--- src/rtl/gen_counter_pkg.sv ---
// gen_counter_pkg: mode encodings and load clamping shared by the counter family
package gen_counter_pkg;
   localparam logic SAT_WRAP = 1'b0;
   localparam logic SAT_HOLD = 1'b1;
   localparam logic DIR_DOWN = 1'b0;
   localparam logic DIR_UP   = 1'b1;

   function automatic logic [31:0] clamp_load(input logic [31:0] value, input logic [31:0] max);
      return (value > max) ? max : value;
   endfunction
endpackage

--- src/rtl/gen_counter_if.sv ---
// gen_counter_if: control inputs and registered outputs of gen_counter
interface gen_counter_if #(parameter int WIDTH = 8);
   logic             enable;
   logic             up_dn;
   logic             load;
   logic [WIDTH-1:0] load_val;
   logic             clr_flags;
   logic [WIDTH-1:0] counter_out;
   logic             overflow_out;
   logic             underflow_out;
   logic             tc_pulse;

   modport master (
      output enable, up_dn, load, load_val, clr_flags,
      input  counter_out, overflow_out, underflow_out, tc_pulse
   );
   modport slave (
      input  enable, up_dn, load, load_val, clr_flags,
      output counter_out, overflow_out, underflow_out, tc_pulse
   );
endinterface

--- src/rtl/gen_counter_next.sv ---
// gen_counter_next: next-count and limit-event logic over the range 0..MAX
module gen_counter_next import gen_counter_pkg::*; #(
   parameter int               WIDTH = 8,
   parameter logic [WIDTH-1:0] MAX   = '1
) (
   input  logic [WIDTH-1:0] count,
   input  logic             up_dn,
   input  logic             enable,
   input  logic             mode,
   output logic [WIDTH-1:0] nxt,
   output logic             ovf_evt,
   output logic             udf_evt
);
   logic at_max, at_zero, hold;

   assign at_max  = count == MAX;
   assign at_zero = count == '0;
   assign hold    = mode == SAT_HOLD;
   assign ovf_evt = enable & (up_dn == DIR_UP) & at_max;
   assign udf_evt = enable & (up_dn == DIR_DOWN) & at_zero;

   // Limits are compared explicitly so a MAX below 2**WIDTH-1 wraps modulo MAX+1
   always_comb begin
      nxt = count;
      if (enable)
         nxt = (up_dn == DIR_UP)
             ? (at_max  ? (hold ? count : '0)  : count + WIDTH'(1))
             : (at_zero ? (hold ? count : MAX) : count - WIDTH'(1));
   end
endmodule

--- src/rtl/gen_counter.sv ---
// gen_counter: parametrised up/down counter with load, wrap/saturate and sticky limit flags
module gen_counter import gen_counter_pkg::*; #(
   parameter int              WIDTH     = 8,
   parameter longint unsigned MAX_VAL   = (64'd1 << WIDTH) - 64'd1,
   parameter longint unsigned RESET_VAL = 0,
   parameter int              SATURATE  = 0
) (
   input  logic clk,
   input  logic reset_n,
   gen_counter_if.slave bus
);
   localparam logic [WIDTH-1:0] MAX  = WIDTH'(MAX_VAL);
   localparam logic [WIDTH-1:0] RST  = WIDTH'(RESET_VAL);
   localparam logic             MODE = (SATURATE != 0) ? SAT_HOLD : SAT_WRAP;

   logic [WIDTH-1:0] cnt, nxt, ld_cnt;
   logic ovf, udf, tc, ovf_evt, udf_evt, ovf_set, udf_set;

   gen_counter_next #(.WIDTH(WIDTH), .MAX(MAX)) u_next (
      .count   (cnt),
      .up_dn   (bus.up_dn),
      .enable  (bus.enable),
      .mode    (MODE),
      .nxt     (nxt),
      .ovf_evt (ovf_evt),
      .udf_evt (udf_evt)
   );

   assign ld_cnt  = WIDTH'(clamp_load(32'(bus.load_val), 32'(MAX)));
   // A load suppresses any step, so it can never raise a limit event
   assign ovf_set = ovf_evt & ~bus.load;
   assign udf_set = udf_evt & ~bus.load;

   always_ff @(posedge clk or negedge reset_n) begin
      if (!reset_n) begin
         cnt <= RST;
         ovf <= 1'b0;
         udf <= 1'b0;
         tc  <= 1'b0;
      end else begin
         cnt <= bus.load ? ld_cnt : nxt;
         ovf <= (ovf & ~bus.clr_flags) | ovf_set;
         udf <= (udf & ~bus.clr_flags) | udf_set;
         tc  <= ovf_set | udf_set;
      end
   end

   assign bus.counter_out   = cnt;
   assign bus.overflow_out  = ovf;
   assign bus.underflow_out = udf;
   assign bus.tc_pulse      = tc;
endmodule

--- src/flat_wrapper.sv ---
// flat-port wrapper written by rule: the top's interface ports become plain ports
module gen_counter_flat import gen_counter_pkg::*;
#(
   parameter int              WIDTH     = 8,
   parameter longint unsigned MAX_VAL   = (64'd1 << WIDTH) - 64'd1,
   parameter longint unsigned RESET_VAL = 0,
   parameter int              SATURATE  = 0
)
  (clk, reset_n, bus_enable, bus_up_dn, bus_load, bus_load_val, bus_clr_flags, bus_counter_out, bus_overflow_out, bus_underflow_out, bus_tc_pulse);
  gen_counter_if #(.WIDTH(WIDTH)) bus_i ();
  input  logic clk;
  input  logic reset_n;
  input wire logic [$bits(bus_i.enable)-1:0] bus_enable;
  input wire logic [$bits(bus_i.up_dn)-1:0] bus_up_dn;
  input wire logic [$bits(bus_i.load)-1:0] bus_load;
  input wire logic [$bits(bus_i.load_val)-1:0] bus_load_val;
  input wire logic [$bits(bus_i.clr_flags)-1:0] bus_clr_flags;
  output wire logic [$bits(bus_i.counter_out)-1:0] bus_counter_out;
  output wire logic [$bits(bus_i.overflow_out)-1:0] bus_overflow_out;
  output wire logic [$bits(bus_i.underflow_out)-1:0] bus_underflow_out;
  output wire logic [$bits(bus_i.tc_pulse)-1:0] bus_tc_pulse;
  assign bus_i.enable = bus_enable;
  assign bus_i.up_dn = bus_up_dn;
  assign bus_i.load = bus_load;
  assign bus_i.load_val = bus_load_val;
  assign bus_i.clr_flags = bus_clr_flags;
  assign bus_counter_out = bus_i.counter_out;
  assign bus_overflow_out = bus_i.overflow_out;
  assign bus_underflow_out = bus_i.underflow_out;
  assign bus_tc_pulse = bus_i.tc_pulse;
  gen_counter #(.WIDTH(WIDTH), .MAX_VAL(MAX_VAL), .RESET_VAL(RESET_VAL), .SATURATE(SATURATE)) u_core (.clk(clk), .reset_n(reset_n), .bus(bus_i));
endmodule
--- config.mk ---
export PLATFORM = sky130hd
export DESIGN_NAME = gen_counter_flat
export DESIGN_NICKNAME = d
export VERILOG_FILES = /design/src/rtl/gen_counter_pkg.sv /design/src/rtl/gen_counter_if.sv /design/src/rtl/gen_counter_next.sv /design/src/rtl/gen_counter.sv /design/src/flat_wrapper.sv
export SDC_FILE = /design/constraint.sdc
export NUM_CORES = 1
export LEC_CHECK = 0
export BUFFER_PORTS_ARGS = -buffer_cell sky130_fd_sc_hd__buf_4
export CORE_MARGIN = 5
export CORE_UTILIZATION = 45
export DETAILED_ROUTE_END_ITERATION = 6
export PLACE_DENSITY = 0.76
export SYNTH_ARGS = -nofsm -noshare
export SYNTH_HDL_FRONTEND = slang
export SYNTH_SLANG_ARGS = --single-unit
export TNS_END_PERCENT = 50
--- constraint.sdc ---
create_clock -name clk -period 3.24 [get_ports clk]
set_input_delay 0.324 -clock clk [delete_from_list [all_inputs] [get_ports clk]]
set_output_delay 0.324 -clock clk [all_outputs]
set_load 0.1 [all_outputs]
# --- Yosys cells after proc, flatten, opt, wreduce, memory -nomap -nowiden ---
# Cells that the tools add are included.
word_totals:
  in_bits: 14
  word_cells: 28
  reg_bits: 11
  output_inout_bits: 11
classes:
  muxes: 5
  n_reduce_logical: 2
  n_bitwise: 14
  n_addsub: 2
  eq_ne: 1
ops:
  columns: ["operator", "n"]
  rows:
  - ["$mux 8", 5]
  - ["$add 8x1->8 const B", 1]
  - ["$and 1x1->1", 8]
  - ["$eq 8x8->1 const B", 1]
  - ["$logic_not 8->1", 1]
  - ["$sub 8x1->8 const B", 1]
  - ["$not 1->1", 3]
  - ["$or 1x1->1", 3]
  - ["$reduce_bool 2->1", 1]

# --- Depth between registers and ports, before layout ---
# Gate-level depths: netlist (run 1).
logic_depth:
  word_depth: 5
  depth_mapped: 8
  mapped_depth_nobuf: 7

# --- Hierarchy ---
# A second synthesis (run 1) with hierarchy kept.
unflattened:
  hier_cells: 141
  area_unflattened_um2: 1148.6
by_module_without_submodules:
  columns: ["mod", "seq_area_each_um2", "area_each_um2", "instances", "cells_per_inst"]
  rows:
  - ["gen_counter_next", 0.0, 709.4, 1, 113]
  - ["gen_counter", 275.3, 439.2, 1, 28]

# --- Worst setup path before layout (run 1) ---
# No wires, ideal clock.
synth_timing:
  kind: "register to register"
  from: "register u_core.cnt[0] (netlist: u_core.bus.counter_out[0])"
  to: "register u_core.cnt[3] (netlist: u_core.bus.counter_out[3])"
  setup_slack_ns: 0.693
  arrival_ns: 2.429
  period_less_slack_ns: 2.547
  setup_ns: 0.118
  t_required_ns: 3.122
  stages_incl_launch_ff: 9
  n_path_buf: 1
  path_cell_list: "dfrtp_1 > clkbuf_1 > inv_1 > ha_1 > nor4b_1 > and2_1 > nor4_1 > a211oi_1 > a21o_1"
synth_between:
  elab_chain_len: 5
  word_cells_on_any_way: 9
  classes_between: "add/sub (2); eq/ne (1); mux (5); reduce/logical (1)"
synth_rtl:
  columns: ["item", "line", "text"]
  rows:
  - ["start, declared", "gen_counter.sv:16", "logic [WIDTH-1:0] cnt, nxt, ld_cnt;"]
  - ["start signal, assigned", "gen_counter.sv:41", "cnt <= bus.load ? ld_cnt : nxt;"]
  - ["$sub 8x1->8, or another cell as far along", "gen_counter_next.sv:28", ": (at_zero ? (hold ? count : MAX) : count - WIDTH'(1));"]
  - ["$mux 8 (on tied branches)", "gen_counter_next.sv:28, gen_counter_next.sv:27", null]
  - ["$mux 8 *", "gen_counter_next.sv:27", "? (at_max ? (hold ? count : '0) : count + WIDTH'(1))"]
  - ["$mux 8 *", "gen_counter_next.sv:25", "if (enable)"]
  - ["$mux 8 *", "gen_counter.sv:41", null]
# Every way passes the cells marked *; elsewhere a longest branch is shown, timed or not. The select of a mux whose other input is x is not followed.
# A chain may end at the register's enable or synchronous reset.

# --- Worst setup path after layout (run 1) ---
# Ends and elaborated chain as after synthesis.

==> results of run 1 <==
registers in the layout, summed over array words and instances, names as in the netlist:
register,flops
u_core.bus.counter_out,8
u_core.bus.overflow_out,1
u_core.bus.tc_pulse,1
u_core.bus.underflow_out,1
power by group through the flow:
stage	logic, mW	clock network (mW)	registers [mW]
after global routing	0.214	0.107	0.182
after CTS	0.199	0.101	0.178
after global placement	0.195	0	0.180
after floorplan	0.0819	0	0.249
after detailed placement	0.197	0	0.181
final	0.198	0.0949	0.178
worst max-delay path: stages (launching register included):
cell	delay, ns
dfrtp_1	0.54
inv_1	0.15
ha_1	0.22
nor4b_1	0.14
and2_1	0.22
nor4_1	0.29
a211oi_1	0.11
a21o_1	0.16
stage by stage:
stage / hold WS, ns / cell area, µm² / std cells
3_5_place_dp: 0.1702 / 1031 / 152
4_1_cts: 0.2246 / 1069 / 157
3_3_place_gp: 0.1684 / 1031 / 152
5_1_grt: 0.2279 / 1069 / 157
6_report: 0.2411 / 1069 / 157
2_1_floorplan: 0.02841 / 859.6 / 111
logic make-up after synthesis:
group / share of synthesized area [%]
and+or+nand+nor: 28.10
AOI/OAI and AO/OA: 25.62
buffers and inverters: 6.842
DFF: 32.02
xor gates and xnor gates: 3.057
adders and majority gates: 4.367
layout by cell type (no fill, tap or decap), types with 2 or more instances in the layout:
cell and count:
o21a_1 2, buf_4 24, o31ai_1 3, nand2b_1 3, nor3_1 3, and4_1 2, xnor2_1 2, nor2b_1 2
o22ai_1 3, nand3_1 4, a211oi_1 3, a21oi_1 13, ha_1 3, nor2_1 10, o21ai_0 4, o21ai_1 3
inv_1 5, dfrtp_1 11, clkbuf_4 3, nand4b_1 2, nand2_1 12
how the worst max path moves through the flow:
stage | cells after the start | to | slack, ns
after floorplan | 8 | u_core.bus.counter_out[3] | 0.69
after global placement | 7 | u_core.bus.counter_out[3] | 1.42
after detailed placement | 7 | u_core.bus.counter_out[3] | 1.32
after CTS | 7 | u_core.bus.counter_out[3] | 1.30
after global routing | 7 | u_core.bus.counter_out[6] | 1.10
final | 7 | u_core.bus.counter_out[3] | 1.30
layer usage:
| layer | vias up | track usage (%) | part of all wire, % |
|---|---|---|---|
| li1 | 437 | - | - |
| met1 | 420 | 25.21 | 46 |
| met2 | 41 | 28.02 | 46 |
| met3 | 0 | 3.047 | 7.7 |
| met4 | 0 | 6.383 | 0 |
| met5 | - | 0 | 0 |
final cells by class:
type	count	area share [%]
repair buffers	25	17.80
clock buffers	3	2.108
multi-input cells	87	49.18
inverters	5	1.756
flip-flops and latches	11	25.76
well taps	25	2.927
clock inverters	1	0.4684
==> out/metrics.cfg, run 1 <==
[synthesis]
synth-edff-count=0
synth_area_leaders=dfrtp_1 32%, a21oi_1 7.6%, nand2_1 5.2%
yosysMostFrequentCell=a21oi_1
ys.flop_type=dfrtp_1
avgSynthCellArea_um2=7.744
synth_common_cells=13 x a21oi_1, 12 x nand2_1, 11 x dfrtp_1, 10 x nor2_1
synth.ff_latch_count=11
syn_area_um2=859.6
yosysWarnings=0
yosysUniqueCellTypes=35
synth_top_cell_area_share_pct=32.02
ys_seq_area_share_pct=32.02
synth_nets=128
post-synth-top-area-cell=dfrtp_1
ys_async_sr_fraction_pct=100.0
netlist_instances=111

[pwr]
p_int_mw=0.2539
switching_share_pct=46.13
p_switching_mw=0.2174
power_frac_seq_pct=37.9
leakage_nw=0.4585
clock_power_share_pct=20.1
vdd_drop_max_mv=0.2635
p_total_mw=0.4712
cellPowerDensity_nw_per_um2=441.0
combinationalPowerShare_pct=42.0

[flow_run]
drv_cap=0

[clock_network]
postCtsSetupBuffers=0
ctsLongestPathBuffers=2
clock_sinks=11
clock-root-buffer=clkbuf_4
cts_max_level=1
ctsResizeCount=0
clk_pin_slew_worst_paths_ns=0.08
hold_buffers=1
clk_latency_ns=0.27
cts_tree=yes
numCtsBuffers=3

[critical_path]
rr_startpoint=u_core.bus.counter_out[0]
r2r_cells=7
arrival_ns=2.10
rr_endpoint=u_core.bus.counter_out[3]
required_ns=3.40
end_kind=register
rrSetupSlack_ns=1.30
crit_fanout=11
cp-startpoint=u_core.bus.counter_out[0]
worstSetupStartpointType=register
critical_path_class=register to register

[layout]
nFillCells=187
layout-drive-gt1-share_pct=25.00
syn_to_final_growth_pct=24.31
multi_input_area_um2=525.5
final_util_pct=60.57
diodes=0
register_area_um2=275.3
fin_nets=150

[sta]
setup_violations=0
skew_ns=0.002476
worst_pin_slew_ns=0.4367
final_hold_viol_count=0
drv_slew=0
fmax_mhz=516.7
min_period_ns=1.935
layout_setup_ws_ns=1.305
min_period_over_period_pct=59.74
rsz0062_at_grt=no
final.setup.tns_ns=0
slew_headroom_pct=70.13

[route]
totalWireLength_mm=2.187
antenna_left=0
wl_per_cell_um=13.93
drc=0
first_pass_iters=4
drt_iter0_markers=12
vias=898
avgViaCountPerCell=5.720

[die]
core_area_um2=1764
dieHeight_um=53.71
die_area_um2=2884
initial_utilization_pct=48.72
io_pins=25
row_count=15
die_x_um=53.71

[placement]
preCtsSetupSlack_ns=1.319
gp_congestion=0.8792
post-dp-hpwl_mm=1.620
numPortBuffers=24

[global_route]
grt_pass1_vias=866
grt.total_usage_pct=18.12
grt_first_pass_wirelength_mm=3.850
overflow=0
grt_max_degree=20
antenna_found_initial=0

[min_path]
hp-start=bus_clr_flags
hold_end=u_core.bus.overflow_out
hp-class=input port to register
hold-path-cell-count=2

[run_status]
status=completed

(Power assumes the default switching activity.)
==> run 2: changes to the inputs <==
--- a/config.mk
+++ b/config.mk
@@ -9,7 +9,7 @@
 export CORE_MARGIN = 5
 export CORE_UTILIZATION = 45
 export DETAILED_ROUTE_END_ITERATION = 6
-export PLACE_DENSITY = 0.76
+export PLACE_DENSITY = 0.79
 export SYNTH_ARGS = -nofsm -noshare
 export SYNTH_HDL_FRONTEND = slang
 export SYNTH_SLANG_ARGS = --single-unit
==> constraint.sdc (replaced) <==
create_clock -name clk -period 1.75 [get_ports clk]
set_input_delay 0.175 -clock clk [delete_from_list [all_inputs] [get_ports clk]]
set_output_delay 0.175 -clock clk [all_outputs]
set_load 0.1 [all_outputs]
==> run 2 against run 1 <==
Net effect: critical path type unchanged; utilization up 5.6 points; first-iteration DRC count grew 25%; global-route usage is 0.79 points lower; die area did not move; hold slack got worse by 0.15 ns; register-to-register slack lost 1.3 ns; largest cell class unchanged.
==> out/metrics.cfg, run 2 (same netlist as run 1, synthesis figures left out) <==
[sta]
setup_violations=0  ; unchanged
rsz0062_at_grt=yes
skew_ns=0.005521  ; +0.003045 ns
final.setup.tns_ns=0  ; unchanged
min_period_ns=1.695  ; -0.2399 ns
slew_headroom_pct=77.37  ; +7.2 points
min_period_over_period_pct=96.89  ; +37 points
drv_slew=0  ; unchanged
final_hold_viol_count=0  ; unchanged
worst_pin_slew_ns=0.3370  ; -0.09976 ns
fmax_mhz=589.8  ; +14%

[critical_path]
rrSetupSlack_ns=0.05  ; -1.25 ns
cp-startpoint=u_core.bus.counter_out[0]
critical_path_class=register to register
crit_fanout=9  ; -2
arrival_ns=1.92  ; -0.18 ns
rr_endpoint=u_core.bus.counter_out[3]
required_ns=1.97  ; -1.43 ns
r2r_cells=6  ; -1
rr_startpoint=u_core.bus.counter_out[0]
timing.critical_path.to=u_core.bus.counter_out[3]
end_kind=register
worstSetupStartpointType=register

[placement]
numPortBuffers=24  ; unchanged
gp_congestion=0.8968  ; +2.0%
post-dp-hpwl_mm=1.672  ; +3.2%
postPlaceCellArea_um2=1079  ; +4.6%

[die]
io_pins=25  ; unchanged
die_area_um2=2884  ; unchanged
initial_utilization_pct=48.72  ; unchanged
die_x_um=53.71  ; unchanged
core_area_um2=1764  ; unchanged
dieHeight_um=53.71  ; unchanged
row_count=15  ; unchanged

[clock_network]
clk_pin_slew_worst_paths_ns=0.08  ; about the same
cts_tree=yes
cts_max_level=1  ; unchanged
clock_sinks=11  ; unchanged
clock-root-buffer=clkbuf_4
clk_latency_ns=0.28  ; about the same
numCtsBuffers=3  ; unchanged
ctsLongestPathBuffers=2  ; unchanged

[global_route]
grt.total_usage_pct=17.33  ; -0.79 points
grt_max_degree=20  ; unchanged
antenna_found_initial=0  ; unchanged
grt_first_pass_wirelength_mm=3.684  ; -4.3%
overflow=0  ; unchanged
grt_pass1_vias=809  ; -6.6%

[route]
antenna_left=0  ; unchanged
vias=911  ; +1.4%
wl_per_cell_um=14.83  ; +6.5%
drc=0  ; unchanged
drt_iter0_markers=15  ; +3
totalWireLength_mm=2.358  ; +7.8%
first_pass_iters=4  ; unchanged
avgViaCountPerCell=5.730  ; +0.17%

[layout]
multi_input_area_um2=583.1  ; +11%
fin_area_um2=1167  ; +9.3%
register_area_um2=300.3  ; +9.1%
nFillCells=163  ; -13%
layout_commonest_cell=buf_4
final_util_pct=66.17  ; +5.6 points
most-common-layout-cells=26 x buf_4, 13 x a21oi_1, 11 x nand2_1
layout-drive-gt1-share_pct=38.81  ; +14 points
syn_to_final_growth_pct=35.81
fin_nets=152  ; +1.3%
diodes=0  ; unchanged
largest_reg_flops=8  ; unchanged

[flow_run]
drv_cap=0  ; unchanged

[pwr]
cellPowerDensity_nw_per_um2=802.0  ; +82%
leakage_nw=0.4652  ; +1.5%
vdd_drop_max_mv=0.4578  ; +74%

[min_path]
hp-class=input port to register

[run_status]
status=completed

==> run 2: changes by cell type in the layout (fill, tap and decap cells not counted), moves of 2 or more <==
| cell | change |
|---|---|
| buf_4 | +2 |
| dfrtp_1 | -8 |
| dfrtp_2 | +2 |
| dfrtp_4 | +6 |
| ha_1 | -2 |
| inv_1 | -2 |
==> run 2: critical path, stage by stage (launching register included) <==
cell and delay (ns):
dfrtp_4 0.55, buf_4 0.17, or4_4 0.43, a21oi_2 0.13
nor4_1 0.06, a211oi_1 0.20, a21o_1 0.11
==> run 2: area by class of cell <==
class,instances,share of cell area (%)
clock buffer,4,2.251
inverter,5,1.822
multi-input combinational,87,49.95
sequential,11,25.72
tap,25,2.680
timing repair buffer,27,17.58
==> run 2: where the power goes <==
group,switching (mW),total [mW],internal (mW)
clock,0.0982,0.187,0.0885
sequential,0.0677,0.355,0.287
combinational,0.265,0.395,0.129
total,0.431,0.936,0.505
==> run 2: timing repair <==
action / in CTS / in global routing
endpoints found under the setup margin: 1 / 5
gates resized for setup: 2 / 8
hold buffers: 1 / 0
endpoints found under the hold margin: 11 / 0
cloned: 0 / 0
setup buffers: 0 / 2
==> run 2: metal layers <==
layer	share of wire, %	vias up	track usage (%)
li1	-	445	-
met1	41	417	21.15
met2	49	46	29.64
met3	8.9	3	3.878
met4	1.1	0	5.957
met5	0	-	0
==> run 2: worst min path at each step <==
stage / start / endpoint / cells past startpoint
after CTS: bus_clr_flags / u_core.bus.overflow_out / 2
after floorplan: reset_n / u_core.bus.counter_out[6] / 0
after global placement: reset_n / u_core.bus.counter_out[4] / 1
after global routing: bus_load_val[3] / u_core.bus.counter_out[3] / 2
final: bus_clr_flags / u_core.bus.overflow_out / 2
after detailed placement: reset_n / u_core.bus.counter_out[4] / 1
==> run 2: through the flow <==
step	setup slack, ns	std cells	total power, mW	hold WS, ns
2_1_floorplan	-0.08499	111	0.6434	-0.1206
3_3_place_gp	-0.01131	152	0.7201	0.01677
3_5_place_dp	0.02024	152	0.7261	0.02160
4_1_cts	0.007771	157	0.9158	0.08334
5_1_grt	-0.01087	159	0.9847	0.08681
6_report	0.05451	159	0.9363	0.09091
==> run 3: changes to the inputs <==
--- a/config.mk
+++ b/config.mk
@@ -5,11 +5,13 @@
 export SDC_FILE = /design/constraint.sdc
 export NUM_CORES = 1
 export LEC_CHECK = 0
+export ABC_AREA = 1
 export BUFFER_PORTS_ARGS = -buffer_cell sky130_fd_sc_hd__buf_4
 export CORE_MARGIN = 5
 export CORE_UTILIZATION = 45
 export DETAILED_ROUTE_END_ITERATION = 6
-export PLACE_DENSITY = 0.79
+export MAX_ROUTING_LAYER = met4
+export PLACE_DENSITY = 0.78
 export SYNTH_ARGS = -nofsm -noshare
 export SYNTH_HDL_FRONTEND = slang
 export SYNTH_SLANG_ARGS = --single-unit
==> run 3 against run 2 <==
Net effect: final area fell by 0.11%; setup slack improved by 0.15 ns; utilization down 6.1 points; maximum frequency up 9.6%; clock-buffer cell count is 1 lower; clock skew is 0.0034 ns lower; cell count is 26% higher.
==> out/metrics.cfg, run 3 <==
[clock_network]
cts_max_level=1  ; unchanged
clock-root-buffer=clkbuf_4
clk_latency_ns=0.28  ; about the same
cts_tree=yes
clk_pin_slew_worst_paths_ns=0.08  ; about the same
clock_sinks=11  ; unchanged
ctsLongestPathBuffers=2  ; unchanged
postCtsSetupBuffers=0  ; unchanged
numCtsBuffers=3  ; unchanged

[flow_run]
drv_cap=0  ; unchanged

[synthesis]
synth_area_leaders=dfrtp_1 30%, nand2_1 16%, nor2_1 11%
yosysWarnings=0  ; unchanged
yosysMostFrequentCell=nand2_1
ys.flop_type=dfrtp_1
avgSynthCellArea_um2=6.256  ; -19%
ys_async_sr_fraction_pct=100.0  ; unchanged
synth-edff-count=0  ; unchanged
synth_common_cells=39 x nand2_1, 26 x nor2_1, 17 x inv_1, 16 x nand3_1, 11 x dfrtp_1
synth_nets=163  ; +27%
ys_seq_area_share_pct=30.14  ; -1.9 points
netlist_instances=146  ; +32%
post-synth-top-area-cell=dfrtp_1
syn_area_um2=913.4  ; +6.3%
synth_top_cell_area_share_pct=30.14  ; -1.9 points
synth.ff_latch_count=11  ; unchanged
yosysUniqueCellTypes=20  ; -43%

[die]
initial_utilization_pct=47.04  ; -1.7 points
die_area_um2=3031  ; +5.1%
core_area_um2=1942  ; +10%
die_x_um=55.05  ; +2.5%
dieHeight_um=55.05  ; +2.5%
row_count=16  ; +1
io_pins=25  ; unchanged

[critical_path]
rr_startpoint=u_core.bus.counter_out[0]
cp-startpoint=u_core.bus.counter_out[0]
required_ns=1.97  ; about the same
end_kind=register
crit_fanout=5  ; -4
worstSetupStartpointType=register
critical_path_class=register to register
arrival_ns=1.76  ; -0.16 ns

[pwr]
power_frac_seq_pct=34.5  ; -3.4 points
combinationalPowerShare_pct=46.9  ; +4.7 points
p_total_mw=0.9836  ; +5.1%
leakage_nw=0.5953  ; +28%
switching_share_pct=49.98  ; +3.9 points
p_switching_mw=0.4917  ; +14%
p_int_mw=0.4920  ; -2.6%
clock_power_share_pct=18.7  ; -1.2 points
cellPowerDensity_nw_per_um2=843.5  ; +5.2%
vdd_drop_max_mv=0.5499  ; +20%

[placement]
numPortBuffers=24  ; unchanged
gp_congestion=0.9503  ; +6.0%
post-dp-hpwl_mm=1.954  ; +17%

[sta]
whs_ns=0.09570  ; +0.004787 ns
final_hold_viol_count=0  ; unchanged
min_period_ns=1.547  ; -0.1482 ns
rsz0062_at_grt=no
drv_slew=0  ; unchanged
slew_headroom_pct=81.03  ; +3.7 points
setup_violations=0  ; unchanged
fmax_mhz=646.3  ; +9.6%
worst_pin_slew_ns=0.2845  ; -0.05244 ns
min_period_over_period_pct=88.42  ; -8.5 points
final.setup.tns_ns=0  ; unchanged
skew_ns=0.002149  ; -0.003372 ns

[layout]
syn_to_final_growth_pct=27.67
most-common-layout-cells=39 x nand2_1, 26 x nor2_1, 25 x buf_4
diodes=0  ; unchanged
largest_reg_flops=8  ; unchanged
layout_commonest_cell=nand2_1
layout-drive-gt1-share_pct=25.29  ; -14 points
fin_nets=192  ; +26%
nFillCells=205  ; +26%

[min_path]
hp-start=bus_clr_flags
hp-class=input port to register

[global_route]
grt_first_pass_wirelength_mm=4.257  ; +16%
grt_pass1_vias=985  ; +22%
overflow=0  ; unchanged
grt_max_degree=12  ; -40%
grt.total_usage_pct=20.43  ; +3.1 points
antenna_found_initial=0  ; unchanged

[route]
vias=1036  ; +14%
avgViaCountPerCell=5.154  ; -10%
drc=0  ; unchanged
first_pass_iters=6  ; +2
totalWireLength_mm=2.520  ; +6.9%
antenna_left=0  ; unchanged
wl_per_cell_um=12.54  ; -15%
drt_iter0_markers=32  ; +17

[run_status]
status=completed

## run 3: changes by cell type after synthesis, sizes merged, moves of 5 or more
| cell | delta |
|---|---|
| nand2 | +26 |
| a21oi | -10 |
| nor2 | +20 |
| inv | +15 |
| nand3 | +12 |
| clkbuf | -5 |
## run 3: critical path: stages (launching register included)
cell and delay, ns:
dfrtp_4 0.51, ha_1 0.22, nand2_1 0.13, nor2_1 0.07, a21oi_1 0.25, nand3_1 0.12
nand3_1 0.09, nand2_1 0.05, nand2_1 0.05
## run 3: layer usage
layer / track usage [%] / vias up / share of wire [%]
li1: - / 523 / -
met1: 26.56 / 474 / 45
met2: 30.71 / 32 / 48
met3: 3.485 / 7 / 5.0
met4: 9.717 / 0 / 2.1
met5: - / - / 0
## run 3: timing repair
item,4_1_cts,5_1_grt
gates resized for setup,0,1
hold buffers,1,0
setup endpoints to repair,0,1
endpoints found under the hold margin,11,0
## run 3: kinds of logic after synthesis
logic type / share of synthesized area, %
compound gates: 11.23
xor+xnor: 1.918
fa+ha+maj: 4.110
buf+inv: 9.999
flops: 30.14
simple gates: 42.60
## run 3: layout make-up
class	instances	area, µm²	area share [%]
Inverter	20	75.07	6.438
Clock inverter	1	5.005	0.4292
Sequential cell	11	285.3	24.46
Clock buffer	3	22.52	1.931
Multi-Input combinational cell	113	546.8	46.89
Timing Repair Buffer	26	197.7	16.95
Tap cell	27	33.78	2.897
## run 3: per-stage QoR
stage	cells	cell area [µm²]	util [%]	worst slack, ns
4_1_cts	201	1166	60.05	0.1546
5_1_grt	201	1166	60.05	0.04666
3_3_place_gp	196	1129	58.12	0.2207
2_1_floorplan	146	923.4	-	0.02917
6_report	201	1166	60.05	0.2027
3_5_place_dp	196	1129	58.12	0.1682
## run 3: worst paths after layout
| check | endpoint | cells past startpoint | slack (ns) |
|---|---|---|---|
| min in group asynchronous | u_core.bus.counter_out[0] | 2 | 0.27 |
| max | u_core.bus.counter_out[3] | 8 | 0.20 |
| min reg2reg | u_core.bus.underflow_out | 2 | 0.54 |
| max reg2reg | u_core.bus.counter_out[3] | 8 | 0.20 |
| max in group asynchronous | u_core.bus.counter_out[3] | 2 | 1.31 |
| min | u_core.bus.overflow_out | 2 | 0.1 |
## run 3: power groups by stage
stage | registers [mW] | clock network [mW] | logic (mW)
floorplan | 0.506 | 0 | 0.175
global placement | 0.342 | 0 | 0.451
detailed placement | 0.342 | 0 | 0.457
CTS | 0.337 | 0.184 | 0.460
global route | 0.346 | 0.202 | 0.497
finish | 0.339 | 0.184 | 0.461
